<file path="src/rtl/cpu_pkg.sv">
// ---------------------------------------------------------------------------
// cpu_pkg
// Shared definitions for the pipeline sequencing logic.
//   state_t  : controller state encoding (ST_RUN = 0, ST_HALT = 1)
//   REG_W    : register address width
//   ZERO_REG : architectural zero register; never a real data producer
// ---------------------------------------------------------------------------
package cpu_pkg;

    localparam int REG_W    = 5;
    localparam int ZERO_REG = 0;

    typedef enum logic {
        ST_RUN  = 1'b0,
        ST_HALT = 1'b1
    } state_t;

endpackage

</file>
<file path="src/rtl/hazard_detect.sv">
// ---------------------------------------------------------------------------
// hazard_detect
// Pure combinational load-use comparator.
// Ports:
//   id_rs, id_rt         : source register fields of the instruction in ID
//   id_use_rs, id_use_rt : ID instruction actually reads that source
//   ex_mem_read          : instruction in EX is a load
//   ex_rd                : destination register of the instruction in EX
//   lu                   : load-use hazard present
// ---------------------------------------------------------------------------
module hazard_detect
    import cpu_pkg::*;
#(
    parameter int REG_W = cpu_pkg::REG_W
) (
    input  logic [REG_W-1:0] id_rs,
    input  logic [REG_W-1:0] id_rt,
    input  logic             id_use_rs,
    input  logic             id_use_rt,
    input  logic             ex_mem_read,
    input  logic [REG_W-1:0] ex_rd,
    output logic             lu
);

    logic rs_hit;
    logic rt_hit;

    assign rs_hit = id_use_rs && (id_rs == ex_rd);
    assign rt_hit = id_use_rt && (id_rt == ex_rd);

    // A load into the zero register produces nothing to wait for.
    assign lu = ex_mem_read && (ex_rd != REG_W'(ZERO_REG)) && (rs_hit || rt_hit);

endmodule

</file>
<file path="src/rtl/hazard_ctrl.sv">
// ---------------------------------------------------------------------------
// hazard_ctrl
// Central sequencing controller for the 5-stage pipeline. Produces the
// advance (go) and bubble (clear) strobes for IF_ID, ID_EXE, EXE_MEM and
// MEM_WB plus the PC enable; handles load-use interlock, taken-branch/jump
// flush and syscall halt/resume.
// Optional feature macro: HAZARD_PERF_CNT_EN (adds performance counters).
// Ports:
//   clk, rst                  : clock, asynchronous active-high reset
//   id_rs/id_rt/id_use_rs/id_use_rt : ID source operands
//   ex_mem_read, ex_rd        : load in EX and its destination
//   ex_redirect               : taken branch/jump resolved in EX
//   wb_halt                   : syscall-halt instruction retiring in WB
//   resume                    : one-cycle pulse leaving HALT
//   pc_go .. mem_wb_go        : per-buffer advance enables
//   if_id_clear, id_ex_clear  : per-buffer load-zero strobes
//   halted                    : controller in HALT
//   cyc_cnt/stall_cnt/flush_cnt/halt_cnt : perf counters (macro only)
//   state                     : debug view of the state register
// Handshake note: there is no valid/ready pairing here; every strobe is a
// level that applies to the current clock edge only, and a clear is only
// ever raised together with go on the same buffer so the buffer loads zero.
// ---------------------------------------------------------------------------
module hazard_ctrl
    import cpu_pkg::*;
#(
    parameter int REG_W = cpu_pkg::REG_W
`ifdef HAZARD_PERF_CNT_EN
    ,
    parameter int CNT_W = 32
`endif
) (
    input  logic             clk,
    input  logic             rst,
    input  logic [REG_W-1:0] id_rs,
    input  logic [REG_W-1:0] id_rt,
    input  logic             id_use_rs,
    input  logic             id_use_rt,
    input  logic             ex_mem_read,
    input  logic [REG_W-1:0] ex_rd,
    input  logic             ex_redirect,
    input  logic             wb_halt,
    input  logic             resume,
    output logic             pc_go,
    output logic             if_id_go,
    output logic             id_ex_go,
    output logic             ex_mem_go,
    output logic             mem_wb_go,
    output logic             if_id_clear,
    output logic             id_ex_clear,
    output logic             halted,
`ifdef HAZARD_PERF_CNT_EN
    output logic [CNT_W-1:0] cyc_cnt,
    output logic [CNT_W-1:0] stall_cnt,
    output logic [CNT_W-1:0] flush_cnt,
    output logic [CNT_W-1:0] halt_cnt,
`endif
    output state_t           state
);

    state_t state_q;
    logic   lu;

    hazard_detect #(.REG_W(REG_W)) u_detect (
        .id_rs       (id_rs),
        .id_rt       (id_rt),
        .id_use_rs   (id_use_rs),
        .id_use_rt   (id_use_rt),
        .ex_mem_read (ex_mem_read),
        .ex_rd       (ex_rd),
        .lu          (lu)
    );

    // Qualified events in RUN, already resolved by priority.
    logic in_run;
    logic ev_halt;
    logic ev_flush;
    logic ev_stall;

    assign in_run   = (state_q == ST_RUN);
    assign ev_halt  = in_run && wb_halt;
    assign ev_flush = in_run && !wb_halt && ex_redirect;
    assign ev_stall = in_run && !wb_halt && !ex_redirect && lu;

    always_ff @(posedge clk or posedge rst) begin
        if (rst) begin
            state_q <= ST_RUN;
        end else begin
            case (state_q)
                ST_RUN:  if (wb_halt) state_q <= ST_HALT;
                // wb_halt is ignored here: the frozen WB must not retire twice.
                ST_HALT: if (resume)  state_q <= ST_RUN;
                default: state_q <= ST_RUN;
            endcase
        end
    end

    always_comb begin
        pc_go       = 1'b1;
        if_id_go    = 1'b1;
        id_ex_go    = 1'b1;
        ex_mem_go   = 1'b1;
        mem_wb_go   = 1'b1;
        if_id_clear = 1'b0;
        id_ex_clear = 1'b0;
        halted      = 1'b0;
        // Reset gates the decode so outputs read "free-running" with no
        // clock edge, even while the state register is still settling.
        if (!rst) begin
            if (!in_run) begin
                pc_go     = 1'b0;
                if_id_go  = 1'b0;
                id_ex_go  = 1'b0;
                ex_mem_go = 1'b0;
                mem_wb_go = 1'b0;
                halted    = 1'b1;
            end else if (ev_flush) begin
                // Squash the two wrong-path instructions in IF_ID and ID_EXE.
                if_id_clear = 1'b1;
                id_ex_clear = 1'b1;
            end else if (ev_stall) begin
                // Hold PC and IF_ID one cycle; the load leaves EX meanwhile.
                pc_go       = 1'b0;
                if_id_go    = 1'b0;
                id_ex_clear = 1'b1;
            end
        end
    end

    assign state = state_q;

`ifdef HAZARD_PERF_CNT_EN
    always_ff @(posedge clk or posedge rst) begin
        if (rst) begin
            cyc_cnt   <= '0;
            stall_cnt <= '0;
            flush_cnt <= '0;
            halt_cnt  <= '0;
        end else begin
            if (in_run)   cyc_cnt   <= cyc_cnt + 1'b1;
            if (ev_stall) stall_cnt <= stall_cnt + 1'b1;
            if (ev_flush) flush_cnt <= flush_cnt + 1'b1;
            if (ev_halt)  halt_cnt  <= halt_cnt + 1'b1;
        end
    end
`endif

endmodule

</file>
<file path="config.mk">
export PLATFORM = sky130hd
export DESIGN_NAME = hazard_ctrl
export DESIGN_NICKNAME = d
export VERILOG_FILES = /design/src/rtl/cpu_pkg.sv /design/src/rtl/hazard_detect.sv /design/src/rtl/hazard_ctrl.sv
export SDC_FILE = /design/constraint.sdc
export NUM_CORES = 1
export LEC_CHECK = 0
export CORE_AREA = 2 2 39 41
export DETAILED_ROUTE_END_ITERATION = 7
export DIE_AREA = 0 0 41 43
export PLACE_DENSITY = 0.64
export SYNTH_ARGS = -nofsm -noshare
export SYNTH_HDL_FRONTEND = slang
export SYNTH_HIERARCHICAL = 1
export SYNTH_SLANG_ARGS = --single-unit
</file>
<file path="constraint.sdc">
create_clock -name clk -period 2.9 [get_ports clk]
set_input_delay 0.87 -clock clk [delete_from_list [all_inputs] [get_ports clk]]
set_output_delay 0.87 -clock clk [all_outputs]
set_load 0.05 [all_outputs]
</file>
==> run_results.csv, run 1 <==
group,metric,value,unit
status,outcome,"finished, violations left",
status,violations,"setup timing",
synthesis,synthesis.area,249,sq um
die,core.rowCount,14,
layout,final_cell_area,669,sq um
min_path,worst_hold_startpoint,"state$_DFF_PP0_",
setup_path,critical_path.endpoint,"id_ex_clear",
setup_path,reg2regPathDepth,2,
setup_path,timing.critical_path.max_delay_family,"simple AND/OR/NAND/NOR gates",
detailed_routing,remaining_drc_errors,0,
clocking,clkSlewWorstSetupHoldPaths,0,ns
power,power.density,259,nW/um^2
setup_path,critPathArrivalTime,2.19,ns
layout,layout.area.seq,25.0,sq um
global_route,grt.met3_usage,0.0209,
detailed_routing,drt_first_iter_violations,2,
min_path,min-delay-path-class,"reg -> reg",
die,die_x,41,um
global_route,largest_net_degree_at_the_start_of_global_routing,6,
timing,hold_viol,0,
die,placeable_area,1380,sq um
global_route,grt_pass1_wl,1.33,mm
global_route,gr_util_all_layers,0.105,
setup_path,timing_worst_setup_path_type,"in -> out",
global_route,global_route.overflow_total,0,
synthesis,yosys.cell_types.count,17,
placement,place_worst_setup_slack,-0.620,ns
layout,area.growth.synth_to_final,169,%
placement,port_buffers,31,
synthesis,synth_compound_area_frac,0.0905,
detailed_routing,detail_route.wl_per_cell,10.7,um
timing,finalClockSkew,0,ns
timing,post-route-min-period,3.06,ns
timing,setup-violations-final,3,
layout,final_net_count,90,
synthesis,synth_xor_xnor_area_share,0.352,
timing,max_transition_viols_final,0,
synthesis,synth.avg_cell_area,8.03,sq um
setup_path,path_buf_inv,3,
setup_path,worstPathRequired,2.03,ns
synthesis,dominant_combinational_cell_family_by_area_after_synthesis,"XOR/XNOR gates",
power,p_leak,0.299,nW
timing,post-route-period-util,1.05,
layout,layout_cells_excl_fill,81,
detailed_routing,detailroute.via_count,348,
timing,maxSlewHeadroom,0.672,
power,vdd_drop_max,0.000141,V
setup_path,critical_path.reg2reg.endpoint,"state$_DFF_PP0_",
global_route,first_global_vias,338,
setup_path,timing.critical_path.to_type,"primary output",
synthesis,post_synth_inst_count,31,
setup_path,slack_of_the_worst_reg_to_reg_path,2.20,ns
global_route,most_crowded_layer_after_global_routing,"met2",
timing,fin_ws,-0.156,ns
global_route,grt_antenna_before_repair,0,
detailed_routing,drt_pass1_iterations,2,
detailed_routing,postRouteAntennaNets,0,
placement,placed_wire_length_estimate_after_detailed_placement,720,um
setup_path,crit_fanout,3,
global_route,groute.layer.met1.usage,0.0924,
layout,share_of_cells_above_drive_strength_1,0.523,
die,boundaryPins,32,
synthesis,ys_seq_elements,1,
synthesis,post_syn_nets,54,
synthesis,fraction_of_the_yosys_area_taken_by_sequential_cells,0.101,
detailed_routing,wl,869,um
die,chipHeight,43,um
layout,fin_util,0.484,
layout,largest_reg_flops,1,
layout,multi_input_comb_area,223,sq um
detailed_routing,routed_via_density,4.30,
timing,clock.fmax,327,MHz
placement,gp_congestion,0.589,
die,design.die.area,1760,sq um
synthesis,synth-adder-area-share,0,
synthesis,synthesis.yosys.warnings,6,
synthesis,synth.area.mux_share,0,
setup_path,critPathLaunch,"ex_rd[4]",
timing,setup_repair_after_global_routing_missed_its_margin,"yes",
timing,tightest_slew,0.491,ns
setup_path,worst_path_largest_cell_delay,0.53,ns
setup_path,worstSetupPathDepth,7,
setup_path,timing.critical_path.cells,"buf_2 -> or4_1 -> o21ai_2 -> a21oi_2 -> buf_4 -> o21a_1 -> buf_12",
placement,placedInstanceArea,656,sq um
flow_run,timing.max_cap.violations,0,
setup_path,crit_path_top_delay_cell,"sky130_fd_sc_hd__or4_1",
global_route,grtUsageMet2,0.225,
die,floorplan.initialDensity,0.180,
setup_path,startpoint_types,"input pin",
setup_path,timing.rr.start,"state$_DFF_PP0_",
clocking,insertion_delay,0,ns
placement,dp_cells,78,
layout,fillers,141,
synthesis,synth_simple_gate_area_share,0.337,
layout,diodes,0,
## worst min path at each step
stage / slack, ns / endpoint / cells after the start
after floorplan: 0.60 / state$_DFF_PP0_ / 1
after global placement: 0.53 / state$_DFF_PP0_ / 1
after detailed placement: 0.54 / state$_DFF_PP0_ / 1
after CTS: 0.54 / state$_DFF_PP0_ / 1
after global routing: 0.58 / state$_DFF_PP0_ / 1
final: 0.53 / state$_DFF_PP0_ / 1
## layout by cell type (no fill, tap or decap), types with 2 or more instances in the layout
cell,instances
sky130_fd_sc_hd__buf_2,7
sky130_fd_sc_hd__xnor2_1,2
sky130_fd_sc_hd__nand3_1,2
sky130_fd_sc_hd__xor2_1,8
sky130_fd_sc_hd__dlygate4sd2_1,2
sky130_fd_sc_hd__buf_4,6
sky130_fd_sc_hd__buf_8,2
sky130_fd_sc_hd__clkdlybuf4s50_1,7
sky130_fd_sc_hd__buf_12,6
sky130_fd_sc_hd__buf_6,4
## per-layer routing
layer	wire length [um]	vias to the layer above	part of all wire
met4	0	0	0
met2	519	18	0.60
met5	0	-	0
met3	114	0	0.13
li1	-	174	-
met1	235	156	0.27
## metrics by stage
| step | setup TNS (ns) | hold WS, ns | power [mW] |
|---|---|---|---|
| 6_report | -0.435 | 0.534 | 0.174 |
| 5_1_grt | -0.643 | 0.575 | 0.182 |
| 4_1_cts | -0.449 | 0.539 | 0.169 |
| 3_5_place_dp | -1.76 | 0.536 | 0.169 |
| 3_3_place_gp | -1.76 | 0.526 | 0.167 |
| 2_1_floorplan | -0.182 | 0.599 | 0.0925 |
## where the power goes
part	leakage, nW	internal (mW)	switching [mW]
sequential	0.0113	0.0163	0.00297
clock	0	0	0
combinational	0.288	0.0772	0.0773
total	0.299	0.0934	0.0803
## Yosys cell counts (all sizes together)
cell / instances / area, sq um
nor4b: 1 / 15.0
nor3: 1 / 10.0
xor2: 8 / 70.1
nor2b: 1 / 8.76
o21a: 1 / 7.51
xnor2: 2 / 17.5
o21ai: 1 / 5.00
a21oi: 2 / 10.0
buf: 3 / 22.5
and2: 1 / 6.26
nor4: 2 / 18.8
nand3: 2 / 10.0
inv: 2 / 7.51
nor2: 2 / 7.51
or4: 1 / 7.51
dfrtp: 1 / 25.0
## cell type report
class | count | area share
inverter | 2 | 0.0168
multi-input combinational | 25 | 0.333
sequential | 1 | 0.0374
tap | 16 | 0.0299
timing repair buffer | 37 | 0.583
## kinds of logic (layout without fill, tap and decap cells)
logic type / count (synthesis) / after routing
simple gates: 11 / 11
xor+xnor: 10 / 10
flops: 1 / 1
compound gates: 4 / 4
buf+inv: 5 / 39
## timing repair
| action | in CTS | in global routing |
|---|---|---|
| hold buffers | 0 | 0 |
| setup endpoints to repair | 3 | 7 |
| pin swaps | 14 | 5 |
| setup buffers | 1 | 2 |
| gates resized for setup | 57 | 5 |
No activity file was read; power rests on OpenSTA's default activity.
==> inputs of run 2 (changes only) <==
--- a/config.mk
+++ b/config.mk
@@ -5,6 +5,7 @@
 export SDC_FILE = /design/constraint.sdc
 export NUM_CORES = 1
 export LEC_CHECK = 0
+export ABC_CLOCK_PERIOD_IN_PS = 3000
 export CORE_AREA = 2 2 39 41
 export DETAILED_ROUTE_END_ITERATION = 7
 export DIE_AREA = 0 0 41 43
==> constraint.sdc (replaced) <==
create_clock -name clk -period 3 [get_ports clk]
set_input_delay 0.9 -clock clk [delete_from_list [all_inputs] [get_ports clk]]
set_output_delay 0.9 -clock clk [all_outputs]
set_load 0.05 [all_outputs]
==> run 2 against run 1 <==
Net effect: the run still ends with setup timing left; utilization grew 1.6 points; clock skew is the same; critical path depth is 1 higher.
==> run_results.csv, run 2 (synthesized netlist as in run 1, its figures left out) <==
group,metric,value,unit
global_route,grt_pass1_wl,1.24,mm
die,boundaryPins,32,
layout,final_net_count,90,
timing,setup-violations-final,3,
setup_path,worstPathRequired,2.10,ns
layout,largest_reg_flops,1,
clocking,cts_hold_buffers,0,
timing,max_transition_viols_final,0,
placement,port_buffers,31,
die,placeable_area,1380,sq um
detailed_routing,drt_pass1_iterations,1,
power,power.density,241,nW/um^2
die,design.die.area,1760,sq um
detailed_routing,postRouteAntennaNets,0,
timing,finalClockSkew,0,ns
timing,maxSlewHeadroom,0.671,
clocking,insertion_delay,0,ns
timing,setup_repair_after_global_routing_missed_its_margin,"yes",
global_route,largest_net_degree_at_the_start_of_global_routing,6,
power,p_leak,0.298,nW
placement,placedInstanceArea,673,sq um
clocking,clkSlewWorstSetupHoldPaths,0,ns
die,floorplan.initialDensity,0.180,
die,die_x,41,um
layout,share_of_cells_above_drive_strength_1,0.538,
layout,area.growth.synth_to_final,178,%
layout,mostFrequentLayoutCells,"sky130_fd_sc_hd__clkdlybuf4s50_1, sky130_fd_sc_hd__buf_6, sky130_fd_sc_hd__xor2_1",
layout,fin_util,0.500,
setup_path,critPathArrivalTime,2.21,ns
placement,placed_wire_length_estimate_after_detailed_placement,713,um
detailed_routing,routed_via_density,4.15,
setup_path,timing_worst_setup_path_type,"in -> out",
timing,worst_hold_slack,0.532,ns
timing,fin_ws,-0.107,ns
detailed_routing,detailroute.via_count,336,
timing,clock.fmax,322,MHz
detailed_routing,detail_route.wl_per_cell,9.80,um
setup_path,startpoint_types,"input pin",
detailed_routing,wl,794,um
timing,post-route-period-util,1.04,
status,outcome,"finished, violations left",
flow_run,timing.max_cap.violations,0,
layout,final_cell_area,692,sq um
power,total_power,0.166,mW
global_route,gr_util_all_layers,0.0921,
layout,diodes,0,
placement,gp_congestion,0.556,
clocking,post-cts-setup-buffer-count,0,
die,chipHeight,43,um
timing,hold_viol,0,
global_route,grt_antenna_before_repair,0,
detailed_routing,drt_first_iter_violations,0,
setup_path,timing.critical_path.to_type,"primary output",
status,violations,"setup timing",
die,core.rowCount,14,
power,vdd_drop_max,0.000174,V
min_path,min-delay-path-class,"reg -> reg",
placement,place_worst_setup_slack,-0.581,ns
global_route,global_route.overflow_total,0,
detailed_routing,remaining_drc_errors,0,
timing,tightest_slew,0.493,ns
timing,post-route-min-period,3.11,ns
setup_path,crit_fanout,2,
global_route,first_global_vias,330,
[run 2: metal layers]
| layer | wire [um] | track usage | vias to the layer above |
|---|---|---|---|
| li1 | - | - | 170 |
| met1 | 262 | 0.0955 | 146 |
| met2 | 403 | 0.178 | 20 |
| met3 | 128 | 0.0262 | 0 |
| met4 | 0 | 0 | 0 |
| met5 | 0 | 0 | - |
[run 2: per-stage QoR]
stage / instances / TNS, ns
floorplan: 31 / -0.254
global placement: 81 / -1.65
detailed placement: 81 / -1.70
CTS: 81 / -0.308
global route: 81 / -0.595
finish: 81 / -0.317
[run 2: where the power goes]
part / internal [mW] / switching, mW / leakage, nW
logic: 0.0752 / 0.0728 / 0.287
registers: 0.0157 / 0.00270 / 0.0113
clock network: 0 / 0 / 0
[run 2: final cells by class]
type                       instances  area, sq um
tap                               16         20.0
timing repair buffer              37          410
fill                             135          692
multi-input combinational         25          229
inverter                           2         7.51
sequential                         1         25.0
[run 2: critical path, stage by stage]
cell,delay (ns)
sky130_fd_sc_hd__buf_6,0.09
sky130_fd_sc_hd__xor2_1,0.15
sky130_fd_sc_hd__nor4_1,0.29
sky130_fd_sc_hd__nand3_1,0.13
sky130_fd_sc_hd__a21oi_2,0.18
sky130_fd_sc_hd__nor4b_4,0.26
sky130_fd_sc_hd__nor2_4,0.06
sky130_fd_sc_hd__buf_6,0.15
[run 2: what timing repair did]
item | CTS | global route
setup endpoints to repair | 3 | 3
pin swaps | 15 | 5
resized for setup | 63 | 8
endpoints found under the hold margin | 0 | 0
gates cloned | 0 | 0
[run 2: worst paths after layout]
check | cells after the start | from | end | slack, ns
min in group asynchronous | 2 | rst | state$_DFF_PP0_ | 1.20
worst max register to register | 2 | state$_DFF_PP0_ | state$_DFF_PP0_ | 2.30
worst max-delay path | 8 | id_rt[2] | if_id_go | -0.11
worst min register to register | 1 | state$_DFF_PP0_ | state$_DFF_PP0_ | 0.53
worst min-delay path | 1 | state$_DFF_PP0_ | state$_DFF_PP0_ | 0.53
max in group asynchronous | 2 | rst | state$_DFF_PP0_ | 1.69
==> variant 1 (flow settings as in run 2) <==
Register the output `mem_wb_go`; this adds one clock of latency there. The other outputs are not delayed to match.
--- a/src/rtl/hazard_ctrl.sv
+++ b/src/rtl/hazard_ctrl.sv
@@ -60,2 +60,4 @@
 
+    logic mem_wb_go_d;
+
     state_t state_q;
@@ -102,3 +104,3 @@
         ex_mem_go   = 1'b1;
-        mem_wb_go   = 1'b1;
+        mem_wb_go_d = 1'b1;
         if_id_clear = 1'b0;
@@ -114,3 +116,3 @@
                 ex_mem_go = 1'b0;
-                mem_wb_go = 1'b0;
+                mem_wb_go_d = 1'b0;
                 halted    = 1'b1;
@@ -147,2 +149,6 @@
 
+    always_ff @(posedge clk) begin
+        mem_wb_go <= mem_wb_go_d;
+    end
+
 endmodule
Behaviour: not the same (a bounded check fails within 4 cycles, from zero or initial values and one cycle with rst high).
==> variant 1 against run 2 <==
The flow still finishes with violations (setup timing); synthesized cell count unchanged; critical path type unchanged; global-route usage increased by 3.0 points; register-to-register slack got worse by 0.26 ns; worst setup slack improved by 0.012 ns; cell area increased by 4.2%; final cell count increased by 4.9%; core utilization increased by 2.1 points; synthesized area increased by 5.0%; sequential share of layout area increased by 2.6 points; power increased by 48%; wire length increased by 25%; sequential cell count increased by 1.
==> variant 1: results (changes against run 2) <==
stage,metric,value,unit,change
placement,dpl hpwl,751,um,+5.4%
clock_tree,clock latency on the worst-skew pair,0.23,ns,+0.23 ns
grt,first-pass GRT wire length,1.41,mm,+14%
power,Sw Share,0.393,,-0.0609
drt,DR WL/cell,11.7,um,+19%
sta,Setup WS post-layout,-0.0943,ns,+0.0124 ns
power,leakage,0.306,nW,+2.6%
placement,RePlAce Congestion,0.583,,+4.9%
cells_and_area,layout cells sized above 1,0.507,,-0.0312
logic_synthesis,share of the synthesized area in the top cell type,0.268,,-0.0135
grt,met2 GRT Util,0.222,,+0.0437
power,P_seq,0.0332,mW,+80%
logic_synthesis,ranking of synthesized cells by area,"xor2_1, dfrtp_1, dfxtp_1, xnor2_1, buf_4",,
logic_synthesis,distinct cell type count after synthesis,18,,+1
logic_synthesis,"Seq/Total Area, Yosys",0.172,,+0.0717
cells_and_area,Final nets,93,,+3.3%
run_status,outcome,"complete, but fails checks",,
logic_synthesis,Post-synth top flop,dfxtp_1,,
drt,Vias,354,,+5.4%
sta,max_slew headroom,0.664,,-0.00639
drt,drt pass-1 iters,1,,unchanged
logic_synthesis,ys async rst share,0.500,,-0.500
grt,met1 Track Usage GR,0.0897,,-0.00580
grt,vias in the first global route,376,,+14%
sta,Setup Skew,0.00798,ns,+0.00798 ns
grt,initial antenna violation count,0,,unchanged
clock_tree,clock transition at the registers of the reported paths,0.04,ns,+0.04 ns
sta,Final setup viols,3,,unchanged
grt,met3 GRT Util,0.0576,,+0.0314
placement,# port buffers,31,,unchanged
power,Pwr Density,343,nW/um2,+43%
run_status,failing checks,setup timing,,
grt,GRT Total Usage,0.122,,+0.0303
sta,max-slew violations,0,,unchanged
variant 1: final timing paths:
kind	start	to	slack [ns]	depth (start not counted)
max	ex_rd[0]	id_ex_clear	-0.09	7
min	state	state	0.53	1
max reg2reg	state	mem_wb_go	2.04	2
min reg2reg	state	state	0.53	1
max in group asynchronous	rst	state	1.94	2
min in group asynchronous	rst	state	0.96	2
variant 1: repair_timing:
action,4_1_cts,5_1_grt
cloned,0,0
setup endpoints to repair,3,3
gates resized for setup,61,3
pin swaps,14,1
setup buffers,1,0
variant 1: stage by stage:
| stage | worst slack, ns | area, um2 | setup TNS, ns | instances |
|---|---|---|---|---|
| after global routing | -0.227 | 721 | -0.573 | 85 |
| after detailed placement | -0.599 | 668 | -1.68 | 80 |
| final | -0.0943 | 721 | -0.274 | 85 |
| after floorplan | -0.142 | 282 | -0.195 | 31 |
| after CTS | -0.125 | 701 | -0.333 | 85 |
| after global placement | -0.592 | 668 | -1.67 | 80 |
variant 1: kinds of logic after synthesis:
| group | count (synthesis) | synth area share |
|---|---|---|
| buf+inv | 4 | 0.0861 |
| simple gates | 11 | 0.321 |
| flops | 2 | 0.172 |
| compound gates | 4 | 0.0861 |
| xor+xnor | 10 | 0.335 |
variant 1: cell type report:
type	count	area, um2
Multi-Input combinational cell	25	235
Inverter	2	7.51
Tap cell	16	20.0
Sequential cell	2	45.0
Fill cell	125	663
Clock buffer	4	26.3
Timing Repair Buffer	36	387
variant 1: layer usage:
layer / wire length [um] / share of wire
met5: 0 / 0
met4: 0 / 0
met3: 135 / 0.14
met2: 554 / 0.56
met1: 305 / 0.31
variant 1: worst max-delay path: stages:
cell     delay (ns)
buf_6          0.10
or4_1          0.52
o21ai_1        0.16
a21oi_2        0.05
buf_4          0.12
o21a_1         0.19
buf_12         0.15
==> variant 2 (config.mk and constraints of run 2) <==
Without the edit above. Set the package constant `ZERO_REG` to 1 (it was 0).
--- a/src/rtl/cpu_pkg.sv
+++ b/src/rtl/cpu_pkg.sv
@@ -10,3 +10,3 @@
     localparam int REG_W    = 5;
-    localparam int ZERO_REG = 0;
+    localparam int ZERO_REG = 1;
 
Check against the original RTL: not equivalent (a bounded check fails within 4 cycles, from zero or initial values and one cycle with rst high).
==> variant 2 against run 2 <==
The run still ends with setup timing left; wire length decreased by 3.0%; synthesized cell count stayed put; core utilization is 1.8 points lower; power is 1.6% lower; sequential cell count stayed put; fmax is 1.5% lower; first-iteration DRC count up 3; cell area down 3.6%; worst setup slack worse by 0.046 ns; critical path type unchanged; largest cell class unchanged; synthesized area grew 1.0%; clock skew unchanged.
==> variant 2: results (changes against run 2) <==
stage,metric,value,unit,change
critical_path,Crit path arrival time,2.25,ns,+0.04 ns
cells_and_area,Area Overhead vs Synth,165,%,
cells_and_area,FILL cells,150,,+11%
logic_synthesis,post-synthesis xor/xnor area fraction,0.348,,-0.00350
run_status,failing checks,setup timing,,
sta,Final setup viols,3,,unchanged
sta,Setup WS post-layout,-0.153,ns,-0.0464 ns
logic_synthesis,Synth Area in Compound Gates,0.0896,,-0.000900
placement,pre-CTS setup slack,-0.621,ns,-0.0400 ns
clock_tree,PostCTS Resize Cnt,55,,-13%
placement,RePlAce Congestion,0.644,,+16%
sta,Tightest Pin Transition,0.493,ns,+0.0000777 ns
drt,routed length on met3,88,um,-31%
run_status,outcome,"complete, but fails checks",,
power,leakage,0.289,nW,-3.3%
drt,Detailed Route Iter0 Violations,3,,+3
cells_and_area,final std cells w/o fill,80,,-1.2%
critical_path,crit path launch,ex_rd[1],,
placement,Placed Area,668,um2,-0.74%
logic_synthesis,ranking of synthesized cells by area,"xor2_1, dfrtp_1, buf_4, xnor2_1, nor4b_2",,
placement,dpl hpwl,706,um,-0.93%
drt,drt pass-1 iters,2,,+1
critical_path,Crit path largest cell delay,0.31,ns,+0.02 ns
grt,first-pass GRT wire length,1.26,mm,+2.2%
cells_and_area,Final nets,89,,-1.1%
power,Switch Pwr,0.0752,mW,-0.36%
power,VDD IR-drop max,0.000133,V,-24%
sta,Final TNS setup,-0.405,ns,-0.0878 ns
cells_and_area,layout cells sized above 1,0.531,,-0.00721
variant 2: final cells by class:
cell class,instances,share of cell area
inverters,2,0.0113
multi-input cells,25,0.347
flip-flops and latches,1,0.0375
repair buffers,36,0.574
well taps,16,0.0300
variant 2: worst min-delay path by stage:
| stage | cells after the start | slack, ns | to |
|---|---|---|---|
| after CTS | 1 | 0.53 | state |
| after global placement | 1 | 0.52 | state |
| after global routing | 1 | 0.56 | state |
| final | 1 | 0.52 | state |
| after detailed placement | 1 | 0.52 | state |
| after floorplan | 1 | 0.63 | state |
variant 2: routing by layer:
metal | up-vias | track usage
met1 | 137 | 0.0987
met5 | - | 0
met4 | 0 | 0
met3 | 0 | 0.0209
met2 | 15 | 0.188
li1 | 167 | -
variant 2: power by group through the flow:
stage          Sequential, mW  Clock [mW]  Combinational, mW
2_1_floorplan          0.0252           0             0.0629
3_3_place_gp           0.0184           0              0.145
3_5_place_dp           0.0183           0              0.145
4_1_cts                0.0185           0              0.144
5_1_grt                0.0189           0              0.152
6_report               0.0184           0              0.145
